`config.mk`:
```
export PLATFORM = sky130hd
export DESIGN_NAME = load_store_unit_flat
export DESIGN_NICKNAME = d
export VERILOG_FILES = /design/src/rtl/load_store_unit_if.sv /design/src/rtl/load_store_unit.sv /design/src/flat_wrapper.sv
export SDC_FILE = /design/constraint.sdc
export NUM_CORES = 1
export LEC_CHECK = 0
export BUFFER_PORTS_ARGS = -buffer_cell sky130_fd_sc_hd__buf_2
export CAP_MARGIN = 40
export CORE_UTILIZATION = 35
export CTS_CLUSTER_DIAMETER = 100
export DETAILED_ROUTE_END_ITERATION = 8
export PLACE_DENSITY_LB_ADDON = 0.3
export SETUP_SLACK_MARGIN = 0.02
export SLEW_MARGIN = 20
export SYNTH_ARGS = -nofsm -noshare
export SYNTH_HDL_FRONTEND = slang
export SYNTH_SLANG_ARGS = --single-unit
```
`constraint.sdc`:
```
create_clock -name clk -period 3.77 [get_ports clk]
set_input_delay 0.5655 -clock clk [delete_from_list [all_inputs] [get_ports clk]]
set_output_delay 0.5655 -clock clk [all_outputs]
set_load 0.005 [all_outputs]
```
`src/rtl/load_store_unit_if.sv`:
```
// Request, data-memory and response signal bundle for the load/store unit.
// slave is the unit itself; master is whatever drives requests, models memory and takes responses.
interface load_store_unit_if;
    logic        req_valid;
    logic        req_ready;
    logic        is_load;
    logic        is_store;
    logic [31:0] base;
    logic [31:0] offset;
    logic [31:0] store_data;
    logic [2:0]  funct3;
    logic [4:0]  rd;

    logic [31:0] mem_addr;
    logic [31:0] mem_value;
    logic [2:0]  mem_funct3;
    logic        mem_read;
    logic        mem_write;
    logic [31:0] mem_data;

    logic        resp_valid;
    logic        resp_ready;
    logic [31:0] resp_data;
    logic [4:0]  resp_rd;
    logic        resp_fault;

    modport slave (
        input  req_valid, is_load, is_store, base, offset, store_data, funct3, rd,
        output req_ready,
        output mem_addr, mem_value, mem_funct3, mem_read, mem_write,
        input  mem_data,
        output resp_valid, resp_data, resp_rd, resp_fault,
        input  resp_ready
    );

    modport master (
        output req_valid, is_load, is_store, base, offset, store_data, funct3, rd,
        input  req_ready,
        input  mem_addr, mem_value, mem_funct3, mem_read, mem_write,
        output mem_data,
        input  resp_valid, resp_data, resp_rd, resp_fault,
        output resp_ready
    );
endinterface

```
`src/rtl/load_store_unit.sv`:
```
// Single-outstanding load/store unit with fault checks; MISALIGN_TRAP_EN adds alignment faults.
// Latency from acceptance to resp_valid: load 3, store 2, fault 1 cycle.
// Backpressure: one request in flight; req_ready only in IDLE, response held until resp_ready.
module load_store_unit #(
    parameter int MEMSIZE = 64
) (
    input  logic              clk,
    input  logic              rst,
    load_store_unit_if.slave  lsu
);

    typedef enum logic [1:0] {
        IDLE   = 2'd0,
        ACCESS = 2'd1,
        WAIT   = 2'd2,
        RESP   = 2'd3
    } state_t;

    state_t      r_state;
    state_t      w_next;

    logic [31:0] r_ea;
    logic [31:0] r_store_data;
    logic [2:0]  r_funct3;
    logic        r_is_load;
    logic        r_is_store;
    logic [31:0] r_resp_data;
    logic [4:0]  r_resp_rd;
    logic        r_resp_fault;

    logic [31:0] w_ea;
    logic        w_accept;
    logic        w_range_flt;
    logic        w_type_flt;
    logic        w_f3_flt;
    logic        w_mis_flt;
    logic        w_fault;
    logic        w_access;

    assign w_ea        = lsu.base + lsu.offset;
    assign w_accept    = lsu.req_valid && (r_state == IDLE);
    assign w_range_flt = (w_ea >= 32'(MEMSIZE));
    assign w_type_flt  = (lsu.is_load == lsu.is_store);
    assign w_f3_flt    = (lsu.is_load && ((lsu.funct3 == 3'd3) || (lsu.funct3 == 3'd6) ||
                                          (lsu.funct3 == 3'd7))) ||
                         (lsu.is_store && (lsu.funct3 > 3'd2));
`ifdef MISALIGN_TRAP_EN
    assign w_mis_flt   = (((lsu.funct3 == 3'd1) || (lsu.funct3 == 3'd5)) && w_ea[0]) ||
                         ((lsu.funct3 == 3'd2) && (w_ea[1:0] != 2'b00));
`else
    assign w_mis_flt   = 1'b0;
`endif
    assign w_fault     = w_range_flt || w_type_flt || w_f3_flt || w_mis_flt;

    always_ff @(posedge clk or posedge rst) begin
        if (rst) begin
            r_state <= IDLE;
        end else begin
            r_state <= w_next;
        end
    end

    always_comb begin
        w_next = r_state;
        case (r_state)
            IDLE:    if (w_accept) w_next = w_fault ? RESP : ACCESS;
            ACCESS:  w_next = r_is_load ? WAIT : RESP;
            WAIT:    w_next = RESP;
            RESP:    if (lsu.resp_ready) w_next = IDLE;
            default: w_next = IDLE;
        endcase
    end

    // Response payload is cleared at acceptance so faults and stores return zero data.
    always_ff @(posedge clk or posedge rst) begin
        if (rst) begin
            r_ea         <= '0;
            r_store_data <= '0;
            r_funct3     <= '0;
            r_is_load    <= 1'b0;
            r_is_store   <= 1'b0;
            r_resp_data  <= '0;
            r_resp_rd    <= '0;
            r_resp_fault <= 1'b0;
        end else if (w_accept) begin
            r_ea         <= w_ea;
            r_store_data <= lsu.store_data;
            r_funct3     <= lsu.funct3;
            r_is_load    <= lsu.is_load;
            r_is_store   <= lsu.is_store;
            r_resp_data  <= '0;
            r_resp_rd    <= lsu.rd;
            r_resp_fault <= w_fault;
        end else if (r_state == WAIT) begin
            r_resp_data  <= lsu.mem_data;
        end
    end

    // Memory drive is decoded from state so a reset drops it without waiting for a clock.
    assign w_access       = (r_state == ACCESS);
    assign lsu.mem_read   = w_access && r_is_load;
    assign lsu.mem_write  = w_access && r_is_store;
    assign lsu.mem_addr   = w_access ? r_ea         : 32'd0;
    assign lsu.mem_value  = w_access ? r_store_data : 32'd0;
    assign lsu.mem_funct3 = w_access ? r_funct3     : 3'd0;

    assign lsu.req_ready  = (r_state == IDLE);
    assign lsu.resp_valid = (r_state == RESP);
    assign lsu.resp_data  = r_resp_data;
    assign lsu.resp_rd    = r_resp_rd;
    assign lsu.resp_fault = r_resp_fault;

endmodule

```
`src/flat_wrapper.sv`:
```
// flat-port wrapper written by rule: the top's interface ports become plain ports
module load_store_unit_flat 
#(
    parameter int MEMSIZE = 64
)
  (clk, rst, lsu_req_valid, lsu_is_load, lsu_is_store, lsu_base, lsu_offset, lsu_store_data, lsu_funct3, lsu_rd, lsu_req_ready, lsu_mem_addr, lsu_mem_value, lsu_mem_funct3, lsu_mem_read, lsu_mem_write, lsu_mem_data, lsu_resp_valid, lsu_resp_data, lsu_resp_rd, lsu_resp_fault, lsu_resp_ready);
  load_store_unit_if lsu_i ();
  input  logic clk;
  input  logic rst;
  input wire logic [$bits(lsu_i.req_valid)-1:0] lsu_req_valid;
  input wire logic [$bits(lsu_i.is_load)-1:0] lsu_is_load;
  input wire logic [$bits(lsu_i.is_store)-1:0] lsu_is_store;
  input wire logic [$bits(lsu_i.base)-1:0] lsu_base;
  input wire logic [$bits(lsu_i.offset)-1:0] lsu_offset;
  input wire logic [$bits(lsu_i.store_data)-1:0] lsu_store_data;
  input wire logic [$bits(lsu_i.funct3)-1:0] lsu_funct3;
  input wire logic [$bits(lsu_i.rd)-1:0] lsu_rd;
  output wire logic [$bits(lsu_i.req_ready)-1:0] lsu_req_ready;
  output wire logic [$bits(lsu_i.mem_addr)-1:0] lsu_mem_addr;
  output wire logic [$bits(lsu_i.mem_value)-1:0] lsu_mem_value;
  output wire logic [$bits(lsu_i.mem_funct3)-1:0] lsu_mem_funct3;
  output wire logic [$bits(lsu_i.mem_read)-1:0] lsu_mem_read;
  output wire logic [$bits(lsu_i.mem_write)-1:0] lsu_mem_write;
  input wire logic [$bits(lsu_i.mem_data)-1:0] lsu_mem_data;
  output wire logic [$bits(lsu_i.resp_valid)-1:0] lsu_resp_valid;
  output wire logic [$bits(lsu_i.resp_data)-1:0] lsu_resp_data;
  output wire logic [$bits(lsu_i.resp_rd)-1:0] lsu_resp_rd;
  output wire logic [$bits(lsu_i.resp_fault)-1:0] lsu_resp_fault;
  input wire logic [$bits(lsu_i.resp_ready)-1:0] lsu_resp_ready;
  assign lsu_i.req_valid = lsu_req_valid;
  assign lsu_i.is_load = lsu_is_load;
  assign lsu_i.is_store = lsu_is_store;
  assign lsu_i.base = lsu_base;
  assign lsu_i.offset = lsu_offset;
  assign lsu_i.store_data = lsu_store_data;
  assign lsu_i.funct3 = lsu_funct3;
  assign lsu_i.rd = lsu_rd;
  assign lsu_req_ready = lsu_i.req_ready;
  assign lsu_mem_addr = lsu_i.mem_addr;
  assign lsu_mem_value = lsu_i.mem_value;
  assign lsu_mem_funct3 = lsu_i.mem_funct3;
  assign lsu_mem_read = lsu_i.mem_read;
  assign lsu_mem_write = lsu_i.mem_write;
  assign lsu_i.mem_data = lsu_mem_data;
  assign lsu_resp_valid = lsu_i.resp_valid;
  assign lsu_resp_data = lsu_i.resp_data;
  assign lsu_resp_rd = lsu_i.resp_rd;
  assign lsu_resp_fault = lsu_i.resp_fault;
  assign lsu_i.resp_ready = lsu_resp_ready;
  load_store_unit #(.MEMSIZE(MEMSIZE)) u_core (.clk(clk), .rst(rst), .lsu(lsu_i));
endmodule
```
==> run summary, run 1 <==
Global Route Usage Sum - 18.8%
fmax - 306 MHz
Wirelength per Cell - 14.5 um
Clock Latency Late Sink - 350 ps
clock root buffer - clkbuf_16
Final Hold Vio Count - 0
slew at the pin with the worst max-slew slack - 706 ps
DIE WIDTH - 140 um
top sig layer - met4
number of cells upsized or downsized after cts - 0
reg-to-reg endpoint - u_core.r_store_data[5]
setup repair bufs after CTS - 0
GRT overflow - 0
Post-synth EDFFs - 0
Unique masters post-synth - 61
Leak - 4.56 nW
Synth Cell Area - 6690 um^2
DR WL met3 - 1.02 mm
Top-Level Pins - 251
# setup viols final - 0
Clk pin slew, worst setup/hold paths - 80 ps
initial antenna violation count - 0
Worst slew margin - 52.9%
CP cell instances - buf_2, ha_1, fa_1, a21oi_1, o21ai_1, a211o_1, a211oi_1, o21ai_0, xnor2_1, o2111ai_1, nor4_1, o22ai_1
metal1 wirelength - 8.26 mm
Final GP Congestion - 0.887
dpl hpwl - 14.5 mm
worst min path class - input pin to async pin
via count - 6198
H-Tree Level Count - 3
Max Cap Viol - 0
area leader, netlist - dfrtp_1
row count - 50
Syn Nets - 972
Pre-antenna DRT Iters - 4
Pins Over Slew Limit - 0
placed cell area - 8180 um^2
Buffers & Inverters on Critical Path - 1
worst-path fanout max - 4
vias in the first global route - 5805
ys async rst share - 100%
CP peak stage delay - 410 ps
Synth top area share - 40.8%
CTS Buffer Depth - 2
critical path endpoint category - flip-flop
hold_ws - 323 ps
Fillers - 1888
FF-to-FF setup slack - 1710 ps
synth top area cells - dfrtp_1 (41%), nand2_1 (11%), and2_1 (7.2%), ha_1 (6.5%), mux2i_1 (5.2%)
wire length on met2 - 8.76 mm
critical path type - input pin to flip-flop
pwr dens - 612 nW/um^2
Avg Cell Area, Syn - 8.42 um^2
DIE AREA - 19700 um^2
largest net degree at the start of global routing - 65
register area share after synthesis - 40.8%
setup TNS - 0 ps
post-route clock skew - 16.5 ps
ys flop type - dfrtp_1
status - complete, no violations
iteration-0 DRC count of the detailed router - 252
fin nets - 1201
IR drop worst, VDD - 186 uV
I/O Buffers - 250
clk sinks - 109
diode count - 0
Warnings, synthesis - 0
share of post-route cells with drive strength above 1 - 28.8%
DRT Wirelength - 18.3 mm
Post-route DRC - 0
Slowest cell on crit path - fa_1
final worst path period share - 86.6%
CP startpoint kind - input pin
hold_buf cts - 0
worst r2r path cells - 6
DR vias/cell - 4.91
Initial Util - 35.7%
WP data required - 3980 ps
DRT antenna net count - 0
final instance area - 8510 um^2
RSZ-0062 raised after global routing - no
Seq cells post-synth - 109
die height - 140 um
Mapped Cells - 794
Crit path max-delay family - compound AO/OA/AOI/OAI gates
core box area - 18700 um^2
TritonCTS buffer count - 9
first-pass GRT wire length - 29.3 mm
Layout Area Growth over Synthesis - 27.3%
Worst EP arrival - 3470 ps
worst reg2reg startpoint - u_core.r_state[0]
Tmin final - 3270 ps
CTS tree - yes
synth_stat cells, types with 3 or more instances:
master / number
a21oi_1: 39
nor2_1: 55
inv_1: 18
a22oi_1: 3
a211oi_1: 7
or2_2: 3
mux2i_1: 35
a31oi_1: 4
xnor2_1: 11
nand4_1: 8
o21ai_0: 49
nand3_1: 6
nand2_1: 197
and4_1: 4
a31o_2: 3
o21bai_1: 5
o211ai_1: 4
o31ai_1: 3
clkbuf_1: 33
o21a_1: 3
buf_1: 3
nor3_1: 8
xor2_1: 11
buf_2: 4
and2_1: 77
a21boi_0: 3
ha_1: 35
a21o_1: 10
and3_1: 4
o22ai_1: 3
dfrtp_1: 109
final cells by class:
type,count,area [um^2],area share [%]
tap,234,293,3.44
sequential,109,2730,32.0
clock inverter,7,101,1.19
clock buffer,9,225,2.65
multi-input combinational,625,3730,43.9
timing repair buffer,260,1360,16.0
inverter,18,70.1,0.823
state kept, by name (all words and copies together), names as in the netlist:
signal / flops
u_core.r_ea: 32
u_core.r_state: 2
u_core.r_is_store: 1
u_core.lsu.resp_data: 32
u_core.r_funct3: 3
u_core.r_is_load: 1
u_core.r_store_data: 32
u_core.lsu.resp_rd: 5
u_core.lsu.resp_fault: 1
layer usage:
layer | track usage [%] | vias up
met4 | 5.67 | 0
li1 | - | 3148
met1 | 24.0 | 2825
met2 | 32.9 | 205
met5 | 0 | -
met3 | 2.70 | 20
logic make-up (layout without fill, tap and decap cells):
group,Yosys count,in the layout,share of synthesized area (%)
compound gates,155,155,14.5
xor+xnor,22,22,2.88
fa+ha+maj,36,36,6.85
buf+inv,60,294,3.56
flops,109,109,40.8
mux,36,36,5.41
simple gates,376,376,26.0
worst register-to-register path, delay by kind of cell, from the launching register on:
family | cells | cell delay, ps
adders and majority gates | 1 | 330
buffers and inverters | 2 | 610
DFF | 1 | 390
and+or+nand+nor | 3 | 680
where the power goes:
group / internal (mW) / switching, mW / leakage, nW / total, mW
combinational: 1.02 / 1.23 / 3.04 / 2.25
clock: 0.539 / 0.474 / 0.156 / 1.01
sequential: 1.70 / 0.242 / 1.36 / 1.94
cells in the final DEF, fill, tap and decap left out, types with 3 or more instances in the layout:
cell / synthesis / final
xnor2_1: 11 / 11
a21boi_0: 3 / 3
o21a_1: 3 / 3
nand4_1: 8 / 8
a21oi_1: 39 / 39
inv_1: 18 / 17
nor3_1: 8 / 8
buf_2: 4 / 250
nor2_1: 55 / 55
xor2_1: 11 / 11
a21o_1: 10 / 10
o211ai_1: 4 / 4
o21ai_0: 49 / 49
o22ai_1: 3 / 3
a22oi_1: 3 / 3
buf_4: 2 / 8
mux2i_1: 35 / 35
and2_2: 2 / 3
or2_2: 3 / 3
nand2_1: 197 / 196
ha_1: 35 / 33
o31ai_1: 3 / 3
nand3_1: 6 / 6
dfrtp_1: 109 / 109
and3_1: 4 / 4
clkbuf_16: 0 / 9
a211oi_1: 7 / 7
a31oi_1: 4 / 4
and4_1: 4 / 4
o21bai_1: 5 / 5
a31o_2: 3 / 3
and2_1: 77 / 76
worst max-delay path by stage:
stage	cells after the start	slack (ps)	startpoint	end
finish	12	500	lsu_offset[0]	u_core.r_state[1]
global route	12	400	lsu_offset[0]	u_core.r_state[1]
CTS	12	530	lsu_offset[0]	u_core.r_state[1]
detailed placement	12	170	lsu_offset[0]	u_core.r_state[1]
global placement	12	270	lsu_offset[0]	u_core.r_state[1]
floorplan	1	330	rst	u_core.lsu.resp_data[0]
per-stage QoR:
step | power [mW] | instances | util, % | setup WS, ps
3_3_place_gp | 4.17 | 1244 | 43.5 | 274
2_1_floorplan | 3.33 | 794 | - | 331
5_1_grt | 5.67 | 1262 | 45.5 | 401
3_5_place_dp | 4.26 | 1246 | 43.8 | 172
6_report | 5.20 | 1262 | 45.5 | 504
4_1_cts | 5.28 | 1262 | 45.5 | 528
Power figures use the tool's default switching activity.
==> run 2: changes to the inputs <==
RECOVER_POWER = 50   (was not set)
==> run summary, run 2 (synthesized netlist as in run 1, its figures left out) <==
slew at the pin with the worst max-slew slack - 2500 ps (+1800 ps)
Buffers & Inverters on Critical Path - 1 (unchanged)
dpl hpwl - 14.5 mm (unchanged)
pwr dens - 613 nW/um^2 (+0.20%)
iteration-0 DRC count of the detailed router - 269 (+6.7%)
clk sinks - 109 (unchanged)
CP peak stage delay - 410 ps (about the same)
Final Hold Vio Count - 0 (unchanged)
diode count - 0 (unchanged)
fin nets - 1201 (unchanged)
final worst path period share - 86.7% (+0.088 points)
CTS Buffer Depth - 2 (unchanged)
critical path type - input pin to flip-flop
Clock Latency Late Sink - 350 ps (about the same)
CP startpoint kind - input pin
via count - 6222 (+0.39%)
H-Tree Level Count - 3 (unchanged)
Crit path max-delay family - compound AO/OA/AOI/OAI gates
DIE WIDTH - 140 um (unchanged)
I/O Buffers - 250 (unchanged)
hold_buf cts - 0 (unchanged)
critical path endpoint category - flip-flop
CP cell instances - buf_2, ha_1, fa_1, a21oi_1, o21ai_1, a211o_1, a211oi_1, o21ai_0, xnor2_1, o2111ai_1, nor4_1, o22ai_1
post-route clock skew - 16.6 ps (+0.135 ps)
RSZ-0062 raised after global routing - no
Pre-antenna DRT Iters - 4 (unchanged)
Wirelength per Cell - 14.6 um (+0.25%)
Pins Over Slew Limit - 122 (+122)
Layout Area Growth over Synthesis - 26.7%
Slowest cell on crit path - fa_1
TritonCTS buffer count - 9 (unchanged)
Fillers - 1899 (+0.58%)
IR drop worst, VDD - 189 uV (+1.6%)
hold_ws - 397 ps (+73.9 ps)
Worst EP arrival - 3480 ps (about the same)
worst-path fanout max - 4 (unchanged)
# setup viols final - 0 (unchanged)
Max Cap Viol - 2 (+2)
Final GP Congestion - 0.887 (unchanged)
Leak - 4.49 nW (-1.5%)
fmax - 306 MHz (-0.10%)
Top-Level Pins - 251 (unchanged)
commonest non-fill, non-tap cell in the layout - buf_2
Initial Util - 35.7% (unchanged)
Worst slew margin - -67.9% (-120 points)
DRT Wirelength - 18.4 mm (+0.25%)
setup repair bufs after CTS - 0 (unchanged)
row count - 50 (unchanged)
Global Route Usage Sum - 18.8% (unchanged)
met3 Use GR - 2.70% (unchanged)
Clk pin slew, worst setup/hold paths - 80 ps (about the same)
violated checks - capacitance limit, slew limit
DRT antenna net count - 0 (unchanged)
worst min path class - input pin to flip-flop
core box area - 18700 um^2 (unchanged)
largest net degree at the start of global routing - 65 (unchanged)
status - complete, but fails checks
Tmin final - 3270 ps (+3.30 ps)
clock root buffer - clkbuf_16
Post-route DRC - 0 (unchanged)
DR vias/cell - 4.93 (+0.39%)
global routing usage on met2 - 32.9% (unchanged)
die height - 140 um (unchanged)
met1 GRT Util - 24.0% (unchanged)
vias in the first global route - 5805 (unchanged)
WP data required - 3980 ps (about the same)
most frequent cells in the layout - buf_2 (235), nand2_1 (197), dfrtp_1 (109)
CTS tree - yes
share of post-route cells with drive strength above 1 - 27.0% (-1.8 points)
number of cells upsized or downsized after cts - 0 (unchanged)
setup TNS - 0 ps (unchanged)
GRT overflow - 0 (unchanged)
initial antenna violation count - 0 (unchanged)
DIE AREA - 19700 um^2 (unchanged)
Most Used Layer, Global Route - met2
first-pass GRT wire length - 29.3 mm (unchanged)
## run 2: changes by cell type in the layout (fill, tap and decap cells not counted), sizes merged
cell / previous run / this run
clkinvlp: 1 / 2
inv: 21 / 20
clkbuf: 9 / 26
buf: 260 / 243
## run 2: worst min-delay path, cell delays in order
cell     delay [ps]
buf_2            70
nand2_1          40
nand2_1          40
## run 2: metal layers
| layer | vias up | share of wire [%] |
|---|---|---|
| li1 | 3146 | - |
| met1 | 2850 | 45 |
| met2 | 206 | 48 |
| met3 | 20 | 5.3 |
| met4 | 0 | 1.5 |
| met5 | - | 0 |
## run 2: path summary, 6_finish.rpt
kind / depth (start not counted) / to / from / slack (ps)
setup / recovery: 12 / u_core.r_state[1] / lsu_offset[0] / 500
hold / removal: 3 / u_core.r_store_data[28] / lsu_store_data[28] / 400
setup reg to reg: 6 / u_core.r_store_data[13] / u_core.r_state[0] / 660
hold reg to reg: 2 / u_core.r_store_data[11] / u_core.r_store_data[11] / 470
max in group asynchronous: 3 / u_core.r_state[1] / rst / 1090
min in group asynchronous: 2 / u_core.lsu.resp_data[16] / rst / 890
## run 2: where the power goes
part           switching, mW  total (mW)  internal, mW
clock                  0.474        1.01         0.539
combinational           1.23        2.23          1.00
sequential             0.244        1.95          1.70
total                   1.95        5.19          3.25
## run 2: through the flow
stage | std cells | power, mW | cell area [um^2] | util, % | setup WS (ps)
6_report | 1262 | 5.19 | 8470 | 45.3 | 500
5_1_grt | 1262 | 5.66 | 8470 | 45.3 | 322
4_1_cts | 1262 | 5.28 | 8510 | 45.5 | 528
3_5_place_dp | 1246 | 4.26 | 8180 | 43.8 | 172
3_3_place_gp | 1244 | 4.17 | 8140 | 43.5 | 274
2_1_floorplan | 794 | 3.33 | 6690 | - | 331
## run 2: layout make-up
cell class | instances | area (um^2) | share of cell area, %
Clock buffer | 9 | 225 | 2.66
Clock inverter | 7 | 101 | 1.20
Inverter | 18 | 68.8 | 0.812
Multi-Input combinational cell | 625 | 3730 | 44.0
Sequential cell | 109 | 2730 | 32.2
Tap cell | 234 | 293 | 3.46
Timing Repair Buffer | 260 | 1330 | 15.7
